<file path="src/rtl/fpu_pkg.sv">
// fpu_pkg: shared constants for the FP issue scheduler.
//   Unit codes drive the writeback result mux (wb_unit).
//   Latencies are measured from accept to writeback.
//   SQRT_LAT is the longest latency, so it sets the depth of the slot array.
package fpu_pkg;

  localparam logic [2:0] UNIT_ADSB = 3'd0;
  localparam logic [2:0] UNIT_MULT = 3'd1;
  localparam logic [2:0] UNIT_CVRT = 3'd2;
  localparam logic [2:0] UNIT_SQRT = 3'd3;
  localparam logic [2:0] UNIT_LOAD = 3'd4;

  localparam int ADSB_LAT = 3;
  localparam int MULT_LAT = 2;
  localparam int CVRT_LAT = 2;
  localparam int LOAD_LAT = 2;
  localparam int SQRT_LAT = 8;

  localparam int SLOT_DEPTH = SQRT_LAT;
  localparam int SLOT_IDX_W = $clog2(SLOT_DEPTH);
  localparam int LAT_W      = $clog2(SLOT_DEPTH + 1);
  localparam int RD_W       = 5;
  localparam int UNIT_W     = 3;
  localparam int SLOT_W     = 1 + RD_W + UNIT_W + 1;

  typedef struct packed {
    logic              v;
    logic [RD_W-1:0]   rd;
    logic [UNIT_W-1:0] unit;
    logic              to_int;
  } wb_slot_t;

  function automatic logic [LAT_W-1:0] unit_lat(input logic [UNIT_W-1:0] unit);
    case (unit)
      UNIT_ADSB: unit_lat = LAT_W'(ADSB_LAT);
      UNIT_MULT: unit_lat = LAT_W'(MULT_LAT);
      UNIT_CVRT: unit_lat = LAT_W'(CVRT_LAT);
      UNIT_SQRT: unit_lat = LAT_W'(SQRT_LAT);
      UNIT_LOAD: unit_lat = LAT_W'(LOAD_LAT);
      default:   unit_lat = '0;
    endcase
  endfunction

endpackage

</file>
<file path="src/rtl/fpu_wb_slots.sv">
// fpu_wb_slots: writeback reservation shift register.
//   clk, rstn   clock, synchronous active-low reset
//   ins_en      write ins_slot into q[ins_idx] (overrides the shifted value)
//   query_lat   latency of the candidate op; query_busy = q[query_lat].v
//               (always 0 for latencies that are 0 or reach past the array)
//   head        q[0], the slot writing back this cycle
module fpu_wb_slots
  import fpu_pkg::*;
(
  input  logic                  clk,
  input  logic                  rstn,
  input  logic                  ins_en,
  input  logic [SLOT_IDX_W-1:0] ins_idx,
  input  wb_slot_t              ins_slot,
  input  logic [LAT_W-1:0]      query_lat,
  output logic                  query_busy,
  output wb_slot_t              head
);

  wb_slot_t q [SLOT_DEPTH];

  always_ff @(posedge clk) begin
    if (!rstn) begin
      for (int k = 0; k < SLOT_DEPTH; k++) q[k] <= '0;
    end else begin
      for (int k = 0; k < SLOT_DEPTH - 1; k++) q[k] <= q[k+1];
      q[SLOT_DEPTH-1] <= '0;
      if (ins_en) q[ins_idx] <= ins_slot;
    end
  end

  // q[L] now lands in q[L-1] next cycle, i.e. the same writeback cycle the new op wants.
  always_comb begin
    query_busy = 1'b0;
    for (int k = 1; k < SLOT_DEPTH; k++) begin
      if (query_lat == LAT_W'(k)) query_busy = q[k].v;
    end
  end

  assign head = q[0];

endmodule

</file>
<file path="src/rtl/fpu_issue_sched.sv">
// fpu_issue_sched: in-order FP issue scheduler.
//   issue_valid/issue_ready  decode handshake (ready is combinational)
//   is_adsb..is_load         unit select, at most one high
//   reg_write, is_ftoi       destination is the FP file / integer file
//   use_rs1/use_rs2, rs1/rs2, rd  operand and destination indices
//   sqrt_start, sqrt_busy    sqrt unit control and status
//   wb_valid/wb_rd/wb_unit/wb_to_int  registered writeback to the FP regfile mux
module fpu_issue_sched
  import fpu_pkg::*;
(
  input  logic        clk,
  input  logic        rstn,
  input  logic        issue_valid,
  output logic        issue_ready,
  input  logic        is_adsb,
  input  logic        is_mult,
  input  logic        is_cvrt,
  input  logic        is_sqrt,
  input  logic        is_load,
  input  logic        reg_write,
  input  logic        is_ftoi,
  input  logic        use_rs1,
  input  logic        use_rs2,
  input  logic [4:0]  rs1,
  input  logic [4:0]  rs2,
  input  logic [4:0]  rd,
  output logic        sqrt_start,
  output logic        sqrt_busy,
  output logic        wb_valid,
  output logic [4:0]  wb_rd,
  output logic [2:0]  wb_unit,
  output logic        wb_to_int
);

  logic [31:0]           pend;
  logic [31:0]           pend_set;
  logic [31:0]           pend_clr;
  logic [LAT_W-1:0]      sqrt_cnt;
  logic [UNIT_W-1:0]     unit_sel;
  logic [LAT_W-1:0]      lat;
  logic [LAT_W-1:0]      lat_m1;
  logic                  has_unit;
  logic                  takes_slot;
  logic                  port_busy;
  logic                  fp_wb;
  logic                  raw1;
  logic                  raw2;
  logic                  waw;
  logic                  accept;
  logic                  ins_en;
  wb_slot_t              ins_slot;
  wb_slot_t              head;

  always_comb begin
    unit_sel = UNIT_ADSB;
    if (is_mult)      unit_sel = UNIT_MULT;
    else if (is_cvrt) unit_sel = UNIT_CVRT;
    else if (is_sqrt) unit_sel = UNIT_SQRT;
    else if (is_load) unit_sel = UNIT_LOAD;
  end

  assign has_unit   = is_adsb | is_mult | is_cvrt | is_sqrt | is_load;
  // Ops writing nowhere (or with no unit) never reach the writeback port.
  assign takes_slot = has_unit & (reg_write | is_ftoi);
  assign lat        = unit_lat(unit_sel);
  assign lat_m1     = lat - LAT_W'(1);

  // Regfile is write-through, so a result writing back this cycle satisfies a read.
  assign fp_wb = head.v & ~head.to_int;
  assign raw1  = use_rs1 & pend[rs1] & ~(fp_wb & (head.rd == rs1));
  assign raw2  = use_rs2 & pend[rs2] & ~(fp_wb & (head.rd == rs2));
  assign waw   = takes_slot & reg_write & ~is_ftoi & pend[rd];

  assign sqrt_busy   = (sqrt_cnt != '0);
  assign issue_ready = rstn & ~raw1 & ~raw2 & ~waw & ~(takes_slot & port_busy)
                     & ~(takes_slot & is_sqrt & sqrt_busy);
  assign accept      = issue_valid & issue_ready;
  assign ins_en      = accept & takes_slot;
  assign sqrt_start  = ins_en & is_sqrt;

  always_comb begin
    ins_slot        = '0;
    ins_slot.v      = 1'b1;
    ins_slot.rd     = rd;
    ins_slot.unit   = unit_sel;
    ins_slot.to_int = is_ftoi;
  end

  fpu_wb_slots u_slots (
    .clk        (clk),
    .rstn       (rstn),
    .ins_en     (ins_en),
    .ins_idx    (lat_m1[SLOT_IDX_W-1:0]),
    .ins_slot   (ins_slot),
    .query_lat  (lat),
    .query_busy (port_busy),
    .head       (head)
  );

  assign pend_set = (ins_en & reg_write & ~is_ftoi) ? (32'd1 << rd) : 32'd0;
  assign pend_clr = fp_wb ? (32'd1 << head.rd) : 32'd0;

  always_ff @(posedge clk) begin
    if (!rstn) begin
      pend     <= '0;
      sqrt_cnt <= '0;
    end else begin
      pend <= (pend & ~pend_clr) | pend_set;
      if (sqrt_start)
        sqrt_cnt <= LAT_W'(SQRT_LAT - 1);
      else if (sqrt_busy)
        sqrt_cnt <= sqrt_cnt - LAT_W'(1);
    end
  end

  assign wb_valid  = head.v;
  assign wb_rd     = head.rd;
  assign wb_unit   = head.unit;
  assign wb_to_int = head.to_int;

endmodule

</file>
<file path="config.mk">
export PLATFORM = sky130hd
export DESIGN_NAME = fpu_issue_sched
export DESIGN_NICKNAME = d
export VERILOG_FILES = /design/src/rtl/fpu_pkg.sv /design/src/rtl/fpu_wb_slots.sv /design/src/rtl/fpu_issue_sched.sv
export SDC_FILE = /design/constraint.sdc
export NUM_CORES = 1
export LEC_CHECK = 0
export CORE_MARGIN = 2
export CORE_UTILIZATION = 50
export CTS_CLUSTER_DIAMETER = 100
export DETAILED_ROUTE_END_ITERATION = 12
export PLACE_DENSITY_LB_ADDON = 0.25
export SYNTH_ARGS = -nofsm -noshare
export SYNTH_HDL_FRONTEND = slang
export SYNTH_HIERARCHICAL = 1
export SYNTH_SLANG_ARGS = --single-unit
</file>
<file path="constraint.sdc">
create_clock -name clk -period 3.6 [get_ports clk]
set_input_delay 0.72 -clock clk [delete_from_list [all_inputs] [get_ports clk]]
set_output_delay 0.72 -clock clk [all_outputs]
set_load 0.05 [all_outputs]
</file>
* Word-level counts from Yosys, hierarchy flattened
Memories as Yosys holds them, arrays and structs flattened.
Cells that the tools add are included.
** Storage, ports and cells
- Register bits :: 36
- Memory bits (writable) :: 80
- Input bits :: 27
- Word-level logic and storage cells :: 114
- Memories :: 1
** Memories
- u_slots.q :: depth 8, bits a word 10, read ports 8, clocked after Yosys merged registers in 0, wr ports 9, line fpu_wb_slots.sv:20 : wb_slot_t q [SLOT_DEPTH];
** Cells by class
- Add/subtract/negate cells :: 2
- Order comparisons :: 3
- Equality and inequality tests :: 13
- Shifts and indexed selects :: 2
- Multiplexer cells :: 35
- Bitwise gates (word level) :: 50
- Reductions and logical operators :: 5
** Operators with widths (count)
- 10-bit 2-to-1 mux :: 8
- 32-bit 2-to-1 mux :: 2
- 1-bit by 5-bit left shift with 32-bit output, first input constant :: 2
- 32-bit bitwise AND :: 1
- 32-bit NOT :: 1
- 32-bit bitwise OR :: 1
- 1-bit bitwise AND :: 24
- 5-bit by 6-bit < comparator with 1-bit output, second input constant :: 3
- 3-bit 2-to-1 mux :: 6
- 4-bit by 3-bit == test with 1-bit output, second input constant :: 4
- 1-bit binary-select mux with 5-bit select :: 3
- 1-bit 2-to-1 mux :: 15
- 1-bit bitwise OR :: 13
- 4-bit case mux with 3 select lines :: 1
- 5-bit == test :: 2
- 1-bit NOT :: 10
- 4-bit by 2-bit == test with 1-bit output, second input constant :: 2
- 3-bit by 2-bit == test with 1-bit output, second input constant :: 2
- 4-bit by 1-bit == test with 1-bit output, second input constant :: 1
- 4-bit nonzero test :: 1
- 4-bit by 1-bit subtractor with 4-bit output, second input constant :: 1
- 3-bit by 1-bit == test with 1-bit output, second input constant :: 1
- 3-bit == test, second input constant :: 1
- 3-bit logical NOT :: 1
- 4 further kinds :: 4

* Longest topological paths before layout
- Word-level depth :: 25
- Gate-level depth with buffers :: 14

* Cells and area by module
Netlist, hierarchy kept.
** By module, submodules not included
- fpu_wb_slots :: instances 1, cells each 275, area an instance 2937.8 µm²
- fpu_issue_sched :: instances 1, cells each 279, area an instance 2706.3 µm²

* Worst setup path before layout
Ideal clock, no wire load.
- Kind :: input -> output
- From :: input rd[0]
- To :: output issue_ready
- Data arrival time :: 2977 ps
- Required time :: 2880 ps
- Slack :: -97 ps
- Stages on the path :: 7
- Cell sequence :: buf_2 -> mux4_2 -> mux4_2 -> o21ai_1 -> a21o_4 -> nand3b_1 -> nor2_1
** On the way
- Longest elaborated chain between the ends :: 7
** RTL lines
- start, declared :: line fpu_issue_sched.sv:26 : input logic [4:0] rd,
- 1-bit binary-select mux with 5-bit select :: line fpu_issue_sched.sv:72 : assign waw = takes_slot & reg_write & ~is_ftoi & pend[rd];
- 1-bit 2-to-1 mux (not written as such) :: line fpu_issue_sched.sv:72
- 1-bit bitwise AND :: line fpu_issue_sched.sv:72
- 1-bit NOT :: line fpu_issue_sched.sv:75 : assign issue_ready = rstn & ~raw1 & ~raw2 & ~waw & ~(takes_slot & port_busy)
- 1-bit bitwise AND (2 in a row) :: line fpu_issue_sched.sv:75
- 1-bit bitwise AND :: line fpu_issue_sched.sv:76 : & ~(takes_slot & is_sqrt & sqrt_busy);
- end, declared :: line fpu_issue_sched.sv:14 : output logic issue_ready,
No other way between the ends. The select of a mux whose other input is x is not followed.

* Worst setup path in the final report
Ends and elaborated chain as after synthesis.

==> reports/qor.yml <==
status: "completed"
numCtsBuffers: 17
die_area_um2: 12150
period_needed_ps: 3536
ys_seq_area_frac: 0.4114
finalSetupViolCount: 0
use_met1: 0.2773
timing.hold.ws_ps: 443.2
grt_pass1_vias: 4483
max_cap_violations: 0
p_int_mw: 2.511
top_usage_layer: "met2"
drt.antenna.violating_nets: 0
required_ps: 2880
synth_seq_cells: 116
grt_antenna_before_repair: 0
hpwl_um: 10110
tritoncts: "done"
use_met3: 0.05467
grt_use_met2: 0.4281
placed_area_um2: 6445
nets: 659
worstMarginPinSlew_ps: 520.7
drt_iter0_markers: 266
fin_ws_ps: 64.16
syn_area_per_cell_um2: 10.19
cp-end-kind: "primary output"
start_util: 0.5161
place_ws_ps: -343.0
powerDensity_nw_per_um2: 479.5
post_route_cells_drive_above_1_share: 0.2442
synth_area_um2: 5644
hold_viol: 0
numPortBuffers: 39
ioPinCount: 40
synth-simple-area-share: 0.1762
synth.distinct_cells: 56
wl_per_cell_um: 17.89
leakage_nw: 2.746
synth_compound_area_frac: 0.1051
cts.clk_slew.worst_paths_ps: 60
synth.area.top_cells: "dfxtp_1, mux2i_1, mux4_2, nand2_1, o211ai_1"
htreeDepth: 4
synth_top_cell_area_share: 0.4114
dieWidth_um: 110.2
area_growth_syn_to_layout_pct: 27.60
min_path_type: "flip-flop to flip-flop"
yosys_warnings: 6
final_cell_area_um2: 7202
mostFrequentLayoutCells: "dfxtp_1, nand2_1, mux2i_1, buf_4"
grt_overflow: 0
grt_max_degree: 47
synthArstFlopShare: 0
synth_edf_count: 0
synth_mux_area_frac: 0.2394
cts_buffer_depth: 2
relSlewSlack: 0.6518
combPwrFrac: 0.136
utilization: 0.6586
switching_share: 0.2727
max_freq_ghz: 0.2828
diodes: 0
core_area_um2: 10940
grt_pass1_wl_um: 22260
vdd_drop_max_uv: 352.9
seqPwrFrac: 0.387
synth_area_leader_cell: "dfxtp_1"
finalSetupTns_ps: 0
critPathMaxFanout: 7
synth_top_family_by_area: "multiplexers"
worstSetupPathType: "input pin to primary output"
finalWirelength_um: 14010
fin_crit_sh: 0.9822
p_sw_mw: 0.9418
synth_flop_cell: "dfxtp_1"
vias: 4480
startpoint_type: "input pin"
p_clk_frac: 0.477
clk_latency_ps: 410
gp_congestion: 0.8858
yosys.area_share.adder: 0.004434
cts_hold_buf: 0
drv_slew: 0
drc_errors: 0
worst_clock_skew_ps: 7.910
die_y_um: 110.2
cts_root_buf: "clkbuf_16"
first_pass_iters: 4
avgViaCountPerCell: 5.722
grtUsageTotal: 0.2457
clock-sinks: 116
row_count: 38
final_common_cell: "dfxtp_1"
synth_xor_area_frac: 0.01707
netlist_instances: 554
cp.arrival_ps: 2820
==> logic make-up after synthesis <==
group,after synthesis
buf+inv,60
fa+ha+maj,2
compound gates,89
simple gates,172
mux,102
flops,116
xor+xnor,11
other cells,2
==> power groups by stage <==
stage | registers (mW) | logic [mW] | clock network [mW]
floorplan | 1.36 | 0.285 | 0
detailed placement | 1.36 | 0.444 | 0
CTS | 1.34 | 0.471 | 1.68
finish | 1.34 | 0.471 | 1.65
global placement | 1.36 | 0.431 | 0
global route | 1.34 | 0.514 | 1.74
==> state kept, by name, summed over array words and instances (netlist names) <==
signal,flops
pend,32
u_slots/q,80
sqrt_cnt,4
==> critical path, cell delays in order <==
cell and delay (ps):
clkdlybuf4s15_1 180, buf_6 140, mux4_2 490, mux4_2 510, o21ai_2 140, a21o_4 100
nand3b_1 100, buf_4 170, nor2_4 110, buf_12 140
==> cells in the mapped netlist, types with 2 or more instances <==
master,instances
xnor2_1,9
nand4_1,2
nand4b_1,2
nand2b_1,4
o21ai_0,2
o211ai_1,33
nand4_4,4
nand3_1,7
dfxtp_1,116
a21boi_1,3
ha_1,2
a41oi_1,2
xor2_1,2
buf_1,3
nor3_1,15
mux2i_1,72
or3_1,4
nor2_1,14
clkbuf_1,25
nand3b_1,14
nand2_1,86
buf_4,6
conb_1,2
nor2_8,3
buf_2,5
mux2_2,4
a21oi_1,2
mux4_2,26
inv_1,21
and4bb_2,3
o21ai_1,34
or3b_2,3
==> stage by stage <==
stage                     total power [mW]  instances
after floorplan                      1.646        556
after global placement               1.792        743
after detailed placement             1.808        743
after CTS                            3.483        781
after global routing                 3.592        783
final                                3.453        783
==> cell type report <==
class	instances	area (µm²)
timing repair buffer	94	894.6
clock buffer	17	425.4
clock inverter	15	158.9
inverter	21	78.83
tap	140	175.2
multi-input combinational	380	3147
fill	832	3734
sequential	116	2322
==> layer usage <==
layer,routed length (µm),vias to the layer above
met5,0,-
met4,520,0
met3,666,34
met2,7258,131
met1,5563,2154
li1,-,2161
==> what timing repair did <==
| item | 4_1_cts | 5_1_grt |
|---|---|---|
| setup endpoints to repair | 2 | 18 |
| buffers inserted | 5 | 2 |
| cloned | 1 | 0 |
| hold endpoints to repair | 0 | 0 |
| resized for setup | 23 | 8 |
| pin swaps | 9 | 7 |
==> final timing paths <==
| path | cells after the start | end | slack, ps | start |
|---|---|---|---|---|
| setup / recovery | 10 | issue_ready | 60 | rd[0] |
| hold / removal | 2 | u_slots/q[5][5] | 440 | u_slots/q[6][5] |
| setup reg to reg | 13 | u_slots/q[1][6] | 480 | pend[7] |
| hold reg to reg | 2 | u_slots/q[5][5] | 440 | u_slots/q[6][5] |
Note: power is estimated with default switching activity, not from simulation.
